$ cat config.mk
export PLATFORM = sky130hd
export DESIGN_NAME = differentiator
export DESIGN_NICKNAME = d
export VERILOG_FILES = /design/src/rtl/differentiator_pkg.sv /design/src/rtl/differentiator_sat_shift.sv /design/src/rtl/differentiator.sv
export SDC_FILE = /design/constraint.sdc
export NUM_CORES = 1
export LEC_CHECK = 0
export ABC_AREA = 1
export BUFFER_PORTS_ARGS = -buffer_cell sky130_fd_sc_hd__buf_2
export CORE_UTILIZATION = 29
export CTS_BUF_LIST = sky130_fd_sc_hd__clkbuf_4 sky130_fd_sc_hd__clkbuf_8
export CTS_CLUSTER_SIZE = 40
export DETAILED_ROUTE_END_ITERATION = 6
export PLACE_DENSITY = 0.52
export SLEW_MARGIN = 0
export SYNTH_ARGS = -nofsm -noshare
export SYNTH_HDL_FRONTEND = slang
export SYNTH_SLANG_ARGS = --single-unit
$ cat constraint.sdc
create_clock -name clock -period 2.5 [get_ports clock]
set_input_delay 0.375 -clock clock [delete_from_list [all_inputs] [get_ports clock]]
set_output_delay 0.375 -clock clock [all_outputs]
set_load 0.05 [all_outputs]
$ cat src/rtl/differentiator_pkg.sv
// Shared widths, clamp limits and FSM encoding for the sample differentiator.
package differentiator_pkg;
  localparam int W_DEF   = 18;
  localparam int DTW_DEF = 4;

  localparam int SAT_MAX = (2 ** (W_DEF - 1)) - 1;
  localparam int SAT_MIN = -(2 ** (W_DEF - 1));

  typedef enum logic {
    PRIME = 1'b0,
    RUN   = 1'b1
  } state_t;
endpackage

$ cat src/rtl/differentiator_sat_shift.sv
// Combinational scale-and-clamp: value = clamp(diff <<< dt) into W signed bits.
module sat_shift
  import differentiator_pkg::*;
#(
  parameter int W   = W_DEF,
  parameter int DTW = DTW_DEF
) (
  input  logic signed [W:0]     diff,
  input  logic        [DTW-1:0] dt,
  output logic signed [W-1:0]   value,
  output logic                  sat
);
  // Wide enough that the largest shift of a W+1 bit difference never overflows.
  localparam int SW = W + (2 ** DTW);
  localparam logic signed [SW-1:0] HI = {{(SW - W + 1){1'b0}}, {(W - 1){1'b1}}};
  localparam logic signed [SW-1:0] LO = {{(SW - W + 1){1'b1}}, {(W - 1){1'b0}}};

  logic signed [SW-1:0] scaled;

  always_comb begin
    scaled = SW'(diff) <<< dt;
    value  = scaled[W-1:0];
    sat    = 1'b0;
    if (scaled > HI) begin
      value = HI[W-1:0];
      sat   = 1'b1;
    end else if (scaled < LO) begin
      value = LO[W-1:0];
      sat   = 1'b1;
    end
  end
endmodule

$ cat src/rtl/differentiator.sv
// First-difference differentiator with dt shift scaling, saturation and valid/ready flow control.
module differentiator
  import differentiator_pkg::*;
#(
  parameter int W   = W_DEF,
  parameter int DTW = DTW_DEF
) (
  input  logic                  clock,
  input  logic                  reset_n,
  input  logic                  restart,
  input  logic        [DTW-1:0] dt,
  input  logic signed [W-1:0]   x,
  input  logic                  in_valid,
  output logic                  in_ready,
  output logic signed [W-1:0]   dxdt,
  output logic                  sat,
  output logic                  out_valid,
  input  logic                  out_ready
);
  state_t              state_q, state_d;
  logic signed [W-1:0] x_prev_q, x_prev_d;
  logic signed [W-1:0] dxdt_q, dxdt_d;
  logic                sat_q, sat_d;
  logic                out_valid_q, out_valid_d;

  logic signed [W:0]   diff;
  logic signed [W-1:0] shift_value;
  logic                shift_sat;
  logic                accept;

  assign in_ready  = (!out_valid_q || out_ready) && !restart;
  assign accept    = in_valid && in_ready;
  assign diff      = $signed({x[W-1], x}) - $signed({x_prev_q[W-1], x_prev_q});
  assign dxdt      = dxdt_q;
  assign sat       = sat_q;
  assign out_valid = out_valid_q;

  sat_shift #(.W(W), .DTW(DTW)) u_sat_shift (
    .diff  (diff),
    .dt    (dt),
    .value (shift_value),
    .sat   (shift_sat)
  );

  always_comb begin
    state_d     = state_q;
    x_prev_d    = x_prev_q;
    dxdt_d      = dxdt_q;
    sat_d       = sat_q;
    out_valid_d = out_valid_q && !out_ready;
    if (restart) begin
      // Re-prime wins over any accept; a pending output is dropped.
      state_d     = PRIME;
      x_prev_d    = '0;
      out_valid_d = 1'b0;
    end else if (accept) begin
      x_prev_d = x;
      if (state_q == PRIME) begin
        state_d = RUN;
      end else begin
        dxdt_d      = shift_value;
        sat_d       = shift_sat;
        out_valid_d = 1'b1;
      end
    end
  end

  always_ff @(posedge clock or negedge reset_n) begin
    if (!reset_n) begin
      state_q     <= PRIME;
      x_prev_q    <= '0;
      dxdt_q      <= '0;
      sat_q       <= 1'b0;
      out_valid_q <= 1'b0;
    end else begin
      state_q     <= state_d;
      x_prev_q    <= x_prev_d;
      dxdt_q      <= dxdt_d;
      sat_q       <= sat_d;
      out_valid_q <= out_valid_d;
    end
  end
endmodule

==> results of run 1 <==
==> layout make-up <==
class                           count  area, sq um  area share
Clock buffer                        5         68.8      0.0117
Multi-Input combinational cell    556         3450       0.586
Inverter                           92          350      0.0595
Tap cell                          184          230      0.0391
Sequential cell                    39          976       0.166
Timing Repair Buffer              117          790       0.134
Clock inverter                      3         23.8     0.00404
==> power groups by stage <==
stage,clock (uW),combinational [uW],sequential (uW)
2_1_floorplan,0,994,1190
3_3_place_gp,0,1910,827
3_5_place_dp,0,1910,828
4_1_cts,493,1990,818
5_1_grt,517,2350,834
6_report,475,2140,817
==> worst max path at each step <==
stage	end	slack [ns]	cells after the start	from
after floorplan	dxdt[0]	-0.14	23	x_prev_q[0]
after global placement	dxdt[10]	-0.62	22	x[8]
after detailed placement	dxdt[16]	-0.62	22	x[8]
after CTS	dxdt[14]	-0.47	22	x_prev_q[0]
after global routing	sat	-0.73	24	x_prev_q[0]
final	dxdt[15]	-0.52	22	x_prev_q[0]
==> cell usage after synthesis <==
| library cell | count |
|---|---|
| a21oi_1 | 16 |
| a21oi_2 | 2 |
| a21oi_4 | 1 |
| and2_1 | 1 |
| buf_1 | 1 |
| buf_12 | 1 |
| buf_2 | 8 |
| buf_4 | 5 |
| clkbuf_1 | 12 |
| clkinv_1 | 1 |
| dfrtp_1 | 39 |
| fa_1 | 1 |
| ha_1 | 18 |
| inv_1 | 85 |
| inv_2 | 5 |
| inv_4 | 1 |
| nand2_1 | 226 |
| nand2_2 | 18 |
| nand2_4 | 3 |
| nand2_8 | 1 |
| nand3_1 | 137 |
| nand3_2 | 17 |
| nand3b_1 | 1 |
| nand3b_2 | 1 |
| nand4_1 | 4 |
| nor2_1 | 32 |
| nor2_2 | 5 |
| nor2_4 | 1 |
| nor3_1 | 7 |
| nor3_2 | 1 |
| o211ai_1 | 1 |
| o21ai_0 | 39 |
| o21ai_1 | 4 |
| o22ai_1 | 1 |
| or2_2 | 8 |
| xnor2_1 | 3 |
| xor2_1 | 5 |
==> routing by layer <==
layer  GRT usage  vias up  routed length [um]
met1       0.254     2135                6440
met4      0.0512        0                 261
li1            -     2498                   -
met3      0.0234       21                 492
met5           0        -                   0
met2       0.280       94                5900
==> worst max-delay path: cells and delay by family (launching register included) <==
| kind | cells | cell delay [ns] |
|---|---|---|
| compound gates | 2 | 0.44 |
| simple gates | 17 | 1.42 |
| fa+ha+maj | 2 | 0.54 |
| buf+inv | 1 | 0.08 |
| flops | 1 | 0.41 |
==> state kept, by name, summed over array words and instances, names as in the netlist <==
register   cells
sat            1
x_prev_q      18
dxdt          18
state_q        1
out_valid      1
==> what timing repair did <==
action / 4_1_cts / 5_1_grt
gates resized for setup: 34 / 81
pin swaps: 31 / 37
cloned: 2 / 0
setup buffers: 0 / 1
setup endpoints to repair: 18 / 18
==> through the flow <==
step	worst slack (ns)	area, sq um	instances	utilization	total power (uW)
6_report	-0.521	5880	996	0.405	3430
5_1_grt	-0.730	5880	996	0.405	3700
4_1_cts	-0.474	5510	995	0.379	3300
3_5_place_dp	-0.622	5260	985	0.362	2730
3_3_place_gp	-0.624	5260	985	0.362	2740
2_1_floorplan	-0.136	4400	712	-	2190
==> cell families (layout without fill, tap and decap cells) <==
| kind of cell | count (synthesis) | in the layout | synth area share |
|---|---|---|---|
| AND/OR/NAND/NOR | 463 | 465 | 0.506 |
| buffers and inverters | 119 | 217 | 0.115 |
| AO/OA/AOI/OAI | 64 | 64 | 0.0796 |
| adder cells (fa/ha/maj) | 19 | 19 | 0.0569 |
| XOR/XNOR | 8 | 8 | 0.0163 |
| flip-flops | 39 | 39 | 0.227 |
==> summary.txt, run 1 <==
Power and ir drop
  – Peak supply drop: 0.491 mV
  – Comb pwr share: 0.623
  – Pwr/cell area: 583 nW/um^2
  – Reg power frac: 0.238
  – Pint: 1690 uW
  – Sw Ratio: 0.507
  – P_sw: 1740 uW
  – Clock Power Share: 0.138
  – Leak pwr: 0.00302 uW

Cells and area
  – Layout cells sized above 1: 0.368
  – Diodes inserted: 0
  – Area delta synth->final: 36.6%
  – Most frequent cells in the layout: nand2_1, nand3_1, inv_1
  – Most common cell after layout, fill and taps aside: nand2_1
  – Final #Nets: 857
  – FILL cells: 1644

Worst setup path
  – Startpoint types: register
  – Critical Path RT: 2.70 ns
  – Reg2reg setup slack: -0.52 ns
  – Worst r2r dst: dxdt[15]
  – CP max stage cell: dfrtp_1
  – Setup CP Type: reg2reg
  – Worst path cell trace: ha_4, fa_2, inv_2, nand3_2, nand2_2, nand2_1, nand2_2, nand2_2, nand2_2, nand2_4, nand3_2, nand2_2, nand2_4, nand3_4, nand2_4, nand2_1, nor2_2, nor2_1, nor2_2, nand2_2, a21oi_4, a21oi_1
  – Worst reg-to-reg path cell count: 22
  – Worst Setup End Kind: register
  – Worst reg2reg path startpoint: x_prev_q[0]
  – Crit path top cell by count: nand2_2
  – Critical path's largest stage delay: 0.41 ns
  – Critical path arrival: 3.22 ns
  – Maximum fanout along the worst path: 7

Clock network
  – CTS tree: yes
  – Cts bufs inserted: 5
  – CTS Buffer Depth: 2
  – Clk Tree Root Cell: clkbuf_8
  – Hold bufs inserted after CTS: 0
  – Clock Sinks: 39
  – Worst-Skew Late Latency: 0.32 ns
  – Worst-path clk slew: 0.09 ns
  – CTS HTree Levels: 2

Floorplan
  – Total core area: 14500 sq um
  – Die ar.: 15300 sq um
  – Ports: 48
  – Site row count: 44
  – Initial core utilization: 0.296
  – DIE WIDTH: 124 um
  – DIE HEIGHT: 124 um

Synthesis
  – Yosys top cell by area: dfrtp_1
  – Top cells by area, synth: dfrtp_1, nand2_1, nand3_1
  – YS warnings: 0
  – Average size of a mapped cell: 6.05 sq um
  – Syn_nets: 758
  – Top-area cell type share of the netlist area: 0.227
  – Yosys reg bits: 39
  – Register area share after synthesis: 0.227
  – Syn Std Cell Area: 4310 sq um
  – Post-Synthesis Cells: 712
  – Post-synth cell types: 37

Global routing
  – Pin count of the biggest net entering global routing: 40
  – First-pass GRT wire length: 21600 um
  – Gr ovfl total: 0
  – All-Layer GR Usage: 0.179
  – Vias in the first global route: 4434
  – Initial antenna violation count: 0

Drt
  – DR vias: 4748
  – Routed WL per cell: 13.2 um
  – Antenna Violating Nets Remaining: 0
  – Detailed Route WL: 13100 um
  – DRC viols: 0
  – DR iter-0 viols: 231
  – TritonRoute pass-1 iters: 4
  – Vias/cell: 4.77

STA
  – Worst hold margin: 0.171 ns
  – Pins Over Slew Limit: 0
  – Fmax: 0.331 GHz
  – Final hold viol count: 0
  – Post-layout worst setup margin: -0.521 ns
  – Clock skew: 0.0113 ns
  – Fin crit period: 3.02 ns
  – RSZ-0062 raised after global routing: true
  – Tcrit/Tclk final: 1.21
  – Worst-margin pin slew: 0.909 ns
  – Setup TNS: -8.31 ns
  – Max_slew headroom: 0.394
  – Final setup viols: 18

Place
  – DP Wirelength: 10100 um
  – Final Wtd Congestion: 0.916
  – Port bufs: 47

Run
  – Max_cap viols: 0

Hold path
  – Hold WC Path Type: in2async

Status
  – Status: finished with violations
  – Failing checks: setup timing
Power figures use the tool's default switching activity.
==> run 2, diff against run 1 <==
--- a/config.mk
+++ b/config.mk
@@ -8,7 +8,6 @@
 export ABC_AREA = 1
 export BUFFER_PORTS_ARGS = -buffer_cell sky130_fd_sc_hd__buf_2
 export CORE_UTILIZATION = 29
-export CTS_BUF_LIST = sky130_fd_sc_hd__clkbuf_4 sky130_fd_sc_hd__clkbuf_8
 export CTS_CLUSTER_SIZE = 40
 export DETAILED_ROUTE_END_ITERATION = 6
 export PLACE_DENSITY = 0.52
==> summary.txt, run 2 (synthesis gave the netlist of run 1 again) <==
Worst setup path
  – Crit path top cell by count: nand2_2
  – CP max stage cell: dfrtp_1
  – Worst r2r dst: dxdt[15]
  – Reg2reg setup slack: -0.51 ns
  – Critical path arrival: 3.18 ns
  – Worst reg-to-reg path cell count: 22
  – Worst path cell trace: ha_4, fa_2, inv_2, nand3_2, nand2_2, nand2_2, nand2_4, nand2_2, nand2_2, nand2_4, nand3_4, nand3_2, nand2_1, nand2_1, nand2_2, nand2_1, nor2_2, nor2_1, nor2_2, nand2_2, a21oi_4, a21oi_1
  – Worst reg2reg path startpoint: x_prev_q[0]
  – Worst Setup End Kind: register
  – Maximum fanout along the worst path: 7
  – Critical Path RT: 2.66 ns
  – Startpoint types: register
  – Critical path's largest stage delay: 0.41 ns
  – Setup CP Type: reg2reg

Clock network
  – Hold bufs inserted after CTS: 0
  – CTS Buffer Depth: 2
  – Clock Sinks: 39
  – CTS tree: yes
  – Worst-Skew Late Latency: 0.29 ns
  – Worst-path clk slew: 0.07 ns
  – Cts bufs inserted: 5
  – CTS HTree Levels: 2
  – Clk Tree Root Cell: clkbuf_16

Place
  – Port bufs: 47
  – DP Wirelength: 10100 um
  – Post-placement cell area: 5260 sq um
  – Final Wtd Congestion: 0.916

Power and ir drop
  – Leak pwr: 0.00302 uW
  – Peak supply drop: 0.412 mV
  – Pwr/cell area: 613 nW/um^2

Global routing
  – All-Layer GR Usage: 0.179
  – Initial antenna violation count: 0
  – Pin count of the biggest net entering global routing: 40
  – Gr ovfl total: 0
  – Vias in the first global route: 4442
  – First-pass GRT wire length: 21700 um

STA
  – RSZ-0062 raised after global routing: true
  – Pins Over Slew Limit: 0
  – Fin crit period: 3.01 ns
  – Final setup viols: 18
  – Post-layout worst setup margin: -0.511 ns
  – Final hold viol count: 0
  – Worst-margin pin slew: 0.901 ns
  – Fmax: 0.332 GHz
  – Clock skew: 0.00618 ns
  – Tcrit/Tclk final: 1.20
  – Max_slew headroom: 0.400

Status
  – Status: finished with violations
  – Failing checks: setup timing

Floorplan
  – Total core area: 14500 sq um
  – Initial core utilization: 0.296
  – DIE WIDTH: 124 um
  – Ports: 48
  – Site row count: 44
  – Die ar.: 15300 sq um
  – DIE HEIGHT: 124 um

Cells and area
  – Most common cell after layout, fill and taps aside: nand2_1
  – Most frequent cells in the layout: nand2_1, nand3_1, inv_1
  – Final core utilization: 0.403
  – Diodes inserted: 0
  – Final #Nets: 858
  – FILL cells: 1655
  – FF+latch area: 976 sq um
  – Area occupied by multi-input gates: 3350 sq um
  – Finished Cell Area: 5850 sq um
  – Layout cells sized above 1: 0.362
  – Area delta synth->final: 35.9%

Drt
  – Routed WL per cell: 13.1 um
  – TritonRoute pass-1 iters: 6
  – DRC viols: 0
  – Vias/cell: 4.76
  – DR iter-0 viols: 262
  – Detailed Route WL: 13100 um
  – DR vias: 4743
  – Antenna Violating Nets Remaining: 0

Run
  – Max_cap viols: 0

Hold path
  – Hold WC Path Type: in2async
-- run 2: cell types whose count changed in the layout (fill, tap and decap cells not counted), moves of 3 or more --
cell,before,now
nand3_2,45,48
nand3_1,101,104
nand2_2,45,53
nand2_4,16,10
clkbuf_16,0,5
nand3_4,8,2
clkbuf_8,5,0
-- run 2: cell type report --
cell class / count / area share
Sequential cell: 39 / 0.167
Timing Repair Buffer: 118 / 0.136
Multi-Input combinational cell: 556 / 0.572
Inverter: 92 / 0.0599
Clock buffer: 5 / 0.0214
Tap cell: 184 / 0.0393
Clock inverter: 3 / 0.00406
-- run 2: worst max path at each step --
stage,end,startpoint,slack [ns]
CTS,dxdt[14],x_prev_q[0],-0.48
detailed placement,dxdt[16],x[8],-0.62
floorplan,dxdt[0],x_prev_q[0],-0.14
global placement,dxdt[10],x[8],-0.62
global route,dxdt[15],x_prev_q[0],-0.73
finish,dxdt[15],x_prev_q[0],-0.51
-- run 2: worst max-delay path: cells and delay by family, from the launching register on --
kind            cells  cell delay [ns]
compound gates      2             0.43
buf+inv             1             0.08
flops               1             0.41
fa+ha+maj           2             0.54
simple gates       17             1.41
-- run 2: metrics by stage --
stage / std cells / setup WS, ns / hold slack [ns] / TNS (ns) / power [uW]
after floorplan: 712 / -0.136 / 0.0794 / -2.13 / 2190
after global placement: 985 / -0.624 / 0.471 / -10.70 / 2740
after detailed placement: 985 / -0.622 / 0.479 / -10.39 / 2730
after CTS: 995 / -0.475 / 0.272 / -7.65 / 3490
after global routing: 997 / -0.728 / 0.289 / -12.45 / 3870
final: 997 / -0.511 / 0.198 / -8.35 / 3590
-- run 2: per-layer routing --
metal	GRT usage	share of wire
met5	0	0
met4	0.0489	0.014
met3	0.0201	0.035
met2	0.280	0.46
met1	0.258	0.50
-- run 2: power breakdown --
part           leakage (uW)  internal (uW)  switching [uW]
Clock             0.0000664            374             295
Sequential         0.000486            757            61.2
Combinational       0.00247            723            1380
Total               0.00302           1850            1740
-- run 2: repair_timing --
item | CTS | global route
cloned | 1 | 1
setup endpoints to repair | 18 | 18
pin swaps | 23 | 33
resized for setup | 34 | 62
buffers inserted | 1 | 1
